`config.mk`:
```
export PLATFORM = sky130hd
export DESIGN_NAME = pc_predict_gen_flat
export DESIGN_NICKNAME = d
export VERILOG_FILES = /design/src/rtl/pc_predict_gen_if.sv /design/src/rtl/pc_predict_gen.sv /design/src/flat_wrapper.sv
export SDC_FILE = /design/constraint.sdc
export NUM_CORES = 1
export LEC_CHECK = 0
export BUFFER_PORTS_ARGS = -buffer_cell sky130_fd_sc_hd__buf_2
export CAP_MARGIN = 20
export CORE_MARGIN = 2
export CORE_UTILIZATION = 50
export CTS_BUF_LIST = sky130_fd_sc_hd__clkbuf_4 sky130_fd_sc_hd__clkbuf_8
export DETAILED_ROUTE_END_ITERATION = 8
export PLACE_DENSITY = 0.77
export SYNTH_ARGS = -nofsm -noshare
export SYNTH_HDL_FRONTEND = slang
export SYNTH_SLANG_ARGS = --single-unit
```
`constraint.sdc`:
```
create_clock -name clk -period 4.6 [get_ports clk]
set_input_delay 0.23 -clock clk [delete_from_list [all_inputs] [get_ports clk]]
set_output_delay 0.23 -clock clk [all_outputs]
set_load 0.05 [all_outputs]
```
`src/rtl/pc_predict_gen_if.sv`:
```
// Fetch-side bundle for pc_predict_gen: stall/redirect control, branch
// resolution feedback from EX, and the predicted fetch address back out.
interface pc_predict_gen_if #(
  parameter int XLEN = 32
);
  logic            pc_write;
  logic            redirect_valid;
  logic [XLEN-1:0] redirect_pc;
  logic            upd_valid;
  logic [XLEN-1:0] upd_pc;
  logic            upd_taken;
  logic [XLEN-1:0] upd_target;
  logic [XLEN-1:0] pc;
  logic            pred_taken;
  logic [XLEN-1:0] pred_target;

  modport master (
    output pc_write, redirect_valid, redirect_pc,
    output upd_valid, upd_pc, upd_taken, upd_target,
    input  pc, pred_taken, pred_target
  );

  modport slave (
    input  pc_write, redirect_valid, redirect_pc,
    input  upd_valid, upd_pc, upd_taken, upd_target,
    output pc, pred_taken, pred_target
  );
endinterface

```
`src/rtl/pc_predict_gen.sv`:
```
// IF-stage PC generator: direct-mapped BTB with 2-bit saturating direction
// counters; next pc from redirect, stall hold, predicted target or pc+4.
module pc_predict_gen #(
  parameter int              XLEN        = 32,
  parameter logic [XLEN-1:0] RESET_PC    = '0,
  parameter int              BTB_ENTRIES = 16
) (
  input  logic              clk,
  input  logic              rst,
  pc_predict_gen_if.slave   bus
);

  localparam int IDX  = $clog2(BTB_ENTRIES);
  localparam int TAGW = XLEN - IDX - 2;

  typedef enum logic [1:0] {
    CTR_STRONG_NT = 2'b00,
    CTR_WEAK_NT   = 2'b01,
    CTR_WEAK_T    = 2'b10,
    CTR_STRONG_T  = 2'b11
  } ctr_t;

  function automatic ctr_t sat_inc(input ctr_t c);
    case (c)
      CTR_STRONG_NT: sat_inc = CTR_WEAK_NT;
      CTR_WEAK_NT:   sat_inc = CTR_WEAK_T;
      default:       sat_inc = CTR_STRONG_T;
    endcase
  endfunction

  function automatic ctr_t sat_dec(input ctr_t c);
    case (c)
      CTR_STRONG_T: sat_dec = CTR_WEAK_T;
      CTR_WEAK_T:   sat_dec = CTR_WEAK_NT;
      default:      sat_dec = CTR_STRONG_NT;
    endcase
  endfunction

  logic [XLEN-1:0]        pc_q;
  logic [XLEN-1:0]        next_pc;
  logic [BTB_ENTRIES-1:0] valid_q;
  ctr_t                   ctr_q      [BTB_ENTRIES];
  logic [TAGW-1:0]        tag_mem    [BTB_ENTRIES];
  logic [XLEN-1:0]        target_mem [BTB_ENTRIES];

  // Lookup on the current fetch address
  logic [IDX-1:0]  look_idx;
  logic [TAGW-1:0] look_tag;
  logic            look_hit;

  assign look_idx = pc_q[IDX+1:2];
  assign look_tag = pc_q[XLEN-1:IDX+2];
  assign look_hit = valid_q[look_idx] && (tag_mem[look_idx] == look_tag);

  assign bus.pc          = pc_q;
  assign bus.pred_taken  = look_hit && ctr_q[look_idx][1];
  assign bus.pred_target = target_mem[look_idx];

  // Resolution port from EX
  logic [IDX-1:0]  upd_idx;
  logic [TAGW-1:0] upd_tag;
  logic            upd_hit;

  assign upd_idx = bus.upd_pc[IDX+1:2];
  assign upd_tag = bus.upd_pc[XLEN-1:IDX+2];
  assign upd_hit = valid_q[upd_idx] && (tag_mem[upd_idx] == upd_tag);

  // Fetch addresses are word aligned, so the byte-offset bits are dropped.
  logic unused_offset_bits;
  assign unused_offset_bits = ^{bus.upd_pc[1:0], bus.redirect_pc[1:0]};

  // NOTE: every always_comb output gets a default first so no path leaves it
  // unassigned, which would otherwise infer a latch.
  always_comb begin
    next_pc = pc_q;
    if (bus.redirect_valid) begin
      next_pc = {bus.redirect_pc[XLEN-1:2], 2'b00};
    end else if (!bus.pc_write) begin
      next_pc = pc_q;
    end else if (bus.pred_taken) begin
      next_pc = bus.pred_target;
    end else begin
      next_pc = pc_q + XLEN'(4);
    end
  end

  // NOTE: sequential state uses non-blocking assignments so every register
  // samples pre-edge values, independent of process ordering.
  always_ff @(posedge clk or posedge rst) begin
    if (rst) begin
      pc_q <= RESET_PC;
    end else begin
      pc_q <= next_pc;
    end
  end

  // NOTE: only valid bits and counters are reset; tag/target storage needs no
  // reset because an invalid entry is never consulted, keeping it plain RAM.
  always_ff @(posedge clk or posedge rst) begin
    if (rst) begin
      valid_q <= '0;
      for (int i = 0; i < BTB_ENTRIES; i++) begin
        ctr_q[i] <= CTR_WEAK_NT;
      end
    end else if (bus.upd_valid) begin
      if (bus.upd_taken) begin
        valid_q[upd_idx] <= 1'b1;
        ctr_q[upd_idx]   <= upd_hit ? sat_inc(ctr_q[upd_idx]) : CTR_WEAK_T;
      end else if (upd_hit) begin
        ctr_q[upd_idx]   <= sat_dec(ctr_q[upd_idx]);
      end
    end
  end

  // A taken resolution either refreshes the hit entry or evicts the old one.
  always_ff @(posedge clk) begin
    if (bus.upd_valid && bus.upd_taken) begin
      tag_mem[upd_idx]    <= upd_tag;
      target_mem[upd_idx] <= bus.upd_target;
    end
  end

endmodule

```
`src/flat_wrapper.sv`:
```
// flat-port wrapper written by rule: the top's interface ports become plain ports
module pc_predict_gen_flat 
#(
  parameter int              XLEN        = 32,
  parameter logic [XLEN-1:0] RESET_PC    = '0,
  parameter int              BTB_ENTRIES = 16
)
  (clk, rst, bus_pc_write, bus_redirect_valid, bus_redirect_pc, bus_upd_valid, bus_upd_pc, bus_upd_taken, bus_upd_target, bus_pc, bus_pred_taken, bus_pred_target);
  pc_predict_gen_if #(.XLEN(XLEN)) bus_i ();
  input  logic clk;
  input  logic rst;
  input wire logic [$bits(bus_i.pc_write)-1:0] bus_pc_write;
  input wire logic [$bits(bus_i.redirect_valid)-1:0] bus_redirect_valid;
  input wire logic [$bits(bus_i.redirect_pc)-1:0] bus_redirect_pc;
  input wire logic [$bits(bus_i.upd_valid)-1:0] bus_upd_valid;
  input wire logic [$bits(bus_i.upd_pc)-1:0] bus_upd_pc;
  input wire logic [$bits(bus_i.upd_taken)-1:0] bus_upd_taken;
  input wire logic [$bits(bus_i.upd_target)-1:0] bus_upd_target;
  output wire logic [$bits(bus_i.pc)-1:0] bus_pc;
  output wire logic [$bits(bus_i.pred_taken)-1:0] bus_pred_taken;
  output wire logic [$bits(bus_i.pred_target)-1:0] bus_pred_target;
  assign bus_i.pc_write = bus_pc_write;
  assign bus_i.redirect_valid = bus_redirect_valid;
  assign bus_i.redirect_pc = bus_redirect_pc;
  assign bus_i.upd_valid = bus_upd_valid;
  assign bus_i.upd_pc = bus_upd_pc;
  assign bus_i.upd_taken = bus_upd_taken;
  assign bus_i.upd_target = bus_upd_target;
  assign bus_pc = bus_i.pc;
  assign bus_pred_taken = bus_i.pred_taken;
  assign bus_pred_target = bus_i.pred_target;
  pc_predict_gen #(.XLEN(XLEN), .RESET_PC(RESET_PC), .BTB_ENTRIES(BTB_ENTRIES)) u_core (.clk(clk), .rst(rst), .bus(bus_i));
endmodule
```
==> results of run 1 <==
Yosys cell counts (10+ instances only):
| cell | count |
|---|---|
| mux2_1 | 14 |
| a22o_1 | 28 |
| nor2_1 | 66 |
| a31oi_1 | 20 |
| xnor2_1 | 31 |
| xor2_1 | 19 |
| o22ai_1 | 24 |
| dfrtp_1 | 64 |
| dfstp_2 | 16 |
| nand4_1 | 22 |
| nor3_1 | 44 |
| a22oi_1 | 37 |
| buf_2 | 54 |
| mux2i_1 | 121 |
| o21ai_0 | 31 |
| nand2_1 | 75 |
| buf_1 | 21 |
| and3_1 | 18 |
| o21ai_1 | 21 |
| nor2b_1 | 13 |
| a21oi_1 | 57 |
| clkbuf_1 | 59 |
| inv_1 | 29 |
| mux4_2 | 353 |
| nor4_1 | 17 |
| or2_2 | 20 |
| nand3_1 | 22 |
| edfxtp_1 | 928 |
| buf_6 | 11 |
| nand2b_1 | 10 |
| mux2_2 | 21 |
path summary, 6_finish.rpt:
path                                startpoint                end  slack, ns  cells after the start
setup / recovery              u_core.bus.pc[2]     bus_pred_taken       0.02                      9
hold / removal                             rst   u_core.ctr_q[13]       0.13                      3
setup reg to reg              u_core.bus.pc[2]   u_core.bus.pc[2]       0.17                     16
hold reg to reg              u_core.valid_q[2]  u_core.valid_q[2]       0.50                      1
max in group asynchronous                  rst   u_core.bus.pc[2]       3.43                      4
min in group clk           bus_redirect_pc[29]  u_core.bus.pc[29]       0.19                      4
metal layers:
metal / share of wire, % / GRT usage (%) / vias to the layer above
li1: - / - / 10900
met1: 37 / 40.3 / 14200
met2: 46 / 44.3 / 2068
met3: 12 / 8.11 / 355
met4: 4.3 / 12.3 / 4
met5: 0.020 / 0 / -
state kept, by name, summed over array words and instances (netlist names):
name / count
u_core.bus.pc: 32
u_core.ctr_q: 32
u_core.tag_mem: 416
u_core.target_mem: 512
u_core.valid_q: 16
logic make-up (layout without fill, tap and decap cells):
kind of cell    count (synthesis)  after routing  share of synthesized area (%)
compound gates                307            307                           4.72
xor+xnor                       50             50                          0.979
fa+ha+maj                       2              2                         0.0504
buf+inv                       190            687                           2.10
flops                        1008           1008                           66.8
mux                           509            509                           21.4
other cells                     0              6                              0
simple gates                  343            343                           3.96
critical path: stages, from the launching register on:
cell	delay [ns]
dfrtp_4	0.53
buf_16	0.25
mux4_2	0.55
mux2i_1	0.38
xnor2_1	0.16
a221o_1	0.41
or4b_4	0.56
nor3_4	0.22
buf_8	0.20
buf_8	0.18
final cells by class:
type / instances / area, sq um
Fill cell: 6256 / 36600
Multi-Input combinational cell: 1211 / 14200
Sequential cell: 1008 / 29900
Clock buffer: 226 / 2720
Tap cell: 1165 / 1460
Antenna cell: 6 / 15.0
Timing Repair Buffer: 373 / 3110
Inverter: 33 / 130
Clock inverter: 55 / 378
repair_timing:
item	in CTS	in global routing
pin swaps	1	1
setup endpoints to repair	12	12
setup buffers	0	7
hold buffers	94	0
gates cloned	0	2
endpoints found under the hold margin	1016	0
gates resized for setup	12	27
through the flow:
step                utilization, %  setup slack (ns)
floorplan                        -             -1.71
global placement              53.7             0.315
detailed placement            53.7             0.246
CTS                           58.3            -0.226
global route                  58.6           -0.0220
finish                        58.6            0.0192
where the power goes:
part	total, mW	switching [mW]	internal, mW
logic	3.50	2.12	1.39
clock network	7.53	3.63	3.90
registers	10.5	0.227	10.3
total	21.5	5.97	15.6
==> impl_metrics.ini, run 1 <==
[routing]
wl_per_cell_microns = 32.9
drt_first_pass_iters = 6
routed_via_density = 6.74
drt_iter0_drc = 4048
vias = 27500
ant_nets = 0
routed_wl_microns = 134000
drc_errors = 0

[synth]
synthArstFlopShare_pct = 7.94
syn-num-nets = 2512
synth_top_area_share_pct = 62.3
ys_seq_elements = 1008
ys.flop_type = edfxtp_1
yosys-top-cells-area = edfxtp_1, mux4_2, dfrtp_1
synth_area_per_cell_sq_um = 18.6
yosysSeqAreaShare_pct = 66.8
synth_edf_count = 928
yosysWarnings = 0
synthCells = 2409
yosysTopAreaCell = edfxtp_1
synth.cell_area_sq_um = 44700
synth_cell_type_count = 79

[worst_setup_path]
required_ns = 4.37
crit_type = register to output port
startpoint_type = register
crit_fanout = 23
critPathCaptureType = output port
cp_data_arrival_time_ns = 4.35

[timing]
finalHoldViolCount = 0
report.final.slew_viol_count = 0
fin_crit_ns = 4.58
setup_viol = 0
skew_ns = 0.0475
worst_pin_slew_ns = 1.04
hold_slack_ns = 0.131
timing.final.crit_share_pct = 99.6
fin_setup_tns_ns = 0
slew_headroom_pct = 30.2
fmax_ghz = 0.218

[placed_design]
portBuffers = 162
gp_congestion = 0.979
dpl_cell_area_sq_um = 47500
dp_hpwl_microns = 81200
dp.cells = 3687

[die]
fp-row-count = 109
core_area_sq_um = 88500
initial_core_util_pct = 50.5
die_area_sq_um = 91900
io_pins = 167
die_w_microns = 303
die_y_microns = 303

[power]
finalPower_mw = 21.5
ir_drop_uv = 406
powerDensity_nw_per_um2 = 415
total_leakage_power_nw = 17.3

[clocking]
clkTransAtPathRegs_ns = 0.06
root_buffer = clkbuf_8
cts_tree = yes
numCtsBuffers = 160
clk_path_buf_depth = 3
clock_latency_ns = 0.86
htree_levels = 4
cts_sinks = 1008

[status]
outcome = completed

[job]
drv_cap = 0

[global_route]
grt_pass1_wl_microns = 190000
grt_pass1_vias = 27500
grt_overflow = 0
antenna_found_initial = 8
grt_start_max_net_pins = 72
gr-usage-all-layers_pct = 29.2

[hold_path]
hp-class = primary input to asynchronous set/reset pin

[final_layout]
fin_area_sq_um = 51900
mostFrequentLayoutCells = edfxtp_1, mux4_2, clkbuf_8, buf_2, mux2i_1
layout.cells.non_filler = 4077
layout_commonest_cell = edfxtp_1
drive_gt1_share_pct = 33.8
area_delta_synth_final_pct = 16.0
fin_nets = 2890
Note: power is estimated with default switching activity, not from simulation.
==> run 2: changes to the inputs <==
Clock period 4.6 ns to 5.6 ns, I/O delays scaled along.
==> impl_metrics.ini, run 2 (synthesis results as in run 1) <==
[final_layout]
final_core_util_pct = 57.7
multi_input_area_sq_um = 14100
fin_area_sq_um = 51100
fillCellCount = 6397
reg_top3 = u_core.target_mem x512, u_core.tag_mem x416
area_delta_synth_final_pct = 14.2
layout_commonest_cell = edfxtp_1
largest_reg_flops = 512
drive_gt1_share_pct = 32.1
fin_nets = 2842
largest_register = u_core.target_mem
seqCellArea_sq_um = 29900
mostFrequentLayoutCells = edfxtp_1, mux4_2, clkbuf_8, buf_2, mux2i_1

[worst_setup_path]
crit_chain = buf_4, mux4_2, mux2i_1, a2bb2oi_1, a22o_1, nand4_1, or3_1, nor3_4, buf_2
rr_endpoint = u_core.bus.pc[2]
r2r_slack_ns = 0.39
cp_top_family = simple AND/OR/NAND/NOR gates
cp_num_cells = 9
r2r-start = u_core.bus.pc[3]
required_ns = 5.32
cp-endpoint = bus_pred_taken
cp_data_arrival_time_ns = 5.23
r2r_cells = 11
path_buf_inv = 2
critPathCaptureType = output port
worstSetupStartpoint = u_core.bus.pc[3]
slowest_stage = dfrtp_4
slowest_delay_ns = 0.98
crit_fanout = 46
crit_type = register to output port
startpoint_type = register

[global_route]
grt_start_max_net_pins = 82
use_met2_pct = 43.4
met3_usage_pct = 8.19
busiest_layer = met2
gr-usage-all-layers_pct = 28.6
grtUsageMet1_pct = 39.1
antenna_found_initial = 14
grt_pass1_wl_microns = 187000
grt_pass1_vias = 27400
grt_overflow = 0

[timing]
fin_crit_ns = 5.51
rsz0062_at_grt = false
layout_setup_ws_ns = 0.0856
skew_ns = 0.0644
finalHoldViolCount = 0
timing.final.crit_share_pct = 98.5
fmax_ghz = 0.181
worst_pin_slew_ns = 1.12
fin_setup_tns_ns = 0
report.final.slew_viol_count = 0
setup_viol = 0
slew_headroom_pct = 25.4

[power]
total_leakage_power_nw = 17.0
powerDensity_nw_per_um2 = 341
finalPower_mw = 17.4
ir_drop_uv = 302

[die]
die_y_microns = 303
die_w_microns = 303
core_area_sq_um = 88500
fp-row-count = 109
initial_core_util_pct = 50.5
die_area_sq_um = 91900
io_pins = 167

[routing]
ant_nets = 0
wl_per_cell_microns = 32.4
routed_wl_microns = 130000
drc_errors = 0
vias = 27100
routed_via_density = 6.74
drt_iter0_drc = 4597
drt_first_pass_iters = 6

[clocking]
root_buffer = clkbuf_8
cts_tree = yes
clock_latency_ns = 0.85
clkTransAtPathRegs_ns = 0.07
numCtsBuffers = 156
cts_sinks = 1008
post_cts_resized = 0
clk_path_buf_depth = 3
htree_levels = 4

[placed_design]
dp_hpwl_microns = 78000
gp_congestion = 0.962
dp_slack_ns = 0.862
dpl_cell_area_sq_um = 47100
portBuffers = 162

[status]
outcome = completed

[job]
drv_cap = 0

[hold_path]
hp-class = primary input to asynchronous set/reset pin
==> run 2: cell count changes in the layout (fill, tap and decap cells not counted), sizes merged <==
cell,before,now
clkinv,47,51
inv,38,41
diode,6,8
clkbuf,228,209
buf,277,235
clkinvlp,2,1
==> run 2: per-layer routing <==
metal,vias to the layer above,part of all wire (%)
li1,10800,-
met1,14000,36
met2,2027,46
met3,341,13
met4,8,4.4
met5,-,0.090
==> run 2: what timing repair did <==
item,in CTS,in global routing
setup buffers,1,0
endpoints found under the hold margin,1008,0
hold buffers,94,0
setup endpoints to repair,1,0
==> run 2: how the worst min path moves through the flow <==
stage / slack, ns / cells past startpoint / end / start
after global routing: 0.08 / 3 / u_core.bus.pc[1] / bus_redirect_valid
after global placement: 0.36 / 2 / u_core.ctr_q[31] / rst
after detailed placement: 0.38 / 2 / u_core.ctr_q[31] / rst
after floorplan: 0.38 / 0 / u_core.tag_mem[0][0] / bus_upd_pc[6]
final: 0.04 / 3 / u_core.ctr_q[31] / rst
after CTS: 0.01 / 3 / u_core.bus.pc[1] / bus_redirect_valid
==> run 2: final cells by class <==
class | count | area share (%)
sequential | 1008 | 58.5
multi-input combinational | 1211 | 27.5
clock buffer | 209 | 5.02
timing repair buffer | 329 | 4.90
tap | 1165 | 2.85
clock inverter | 61 | 0.879
inverter | 33 | 0.247
antenna | 8 | 0.0392
==> run 2: tightest hold or removal path: stages <==
cell and delay [ns]:
dlygate4sd3_1 0.53, buf_2 0.13, clkinv_2 0.40
==> run 2: metrics by stage <==
stage,hold slack (ns),cells
after floorplan,0.379,2409
after global placement,0.364,3649
after detailed placement,0.382,3650
after CTS,0.0105,4015
after global routing,0.0762,4022
final,0.0387,4024
==> run 2: power breakdown <==
group          switching [mW]  internal (mW)
logic                    1.66           1.06
registers               0.217           8.44
clock network            2.97           3.08
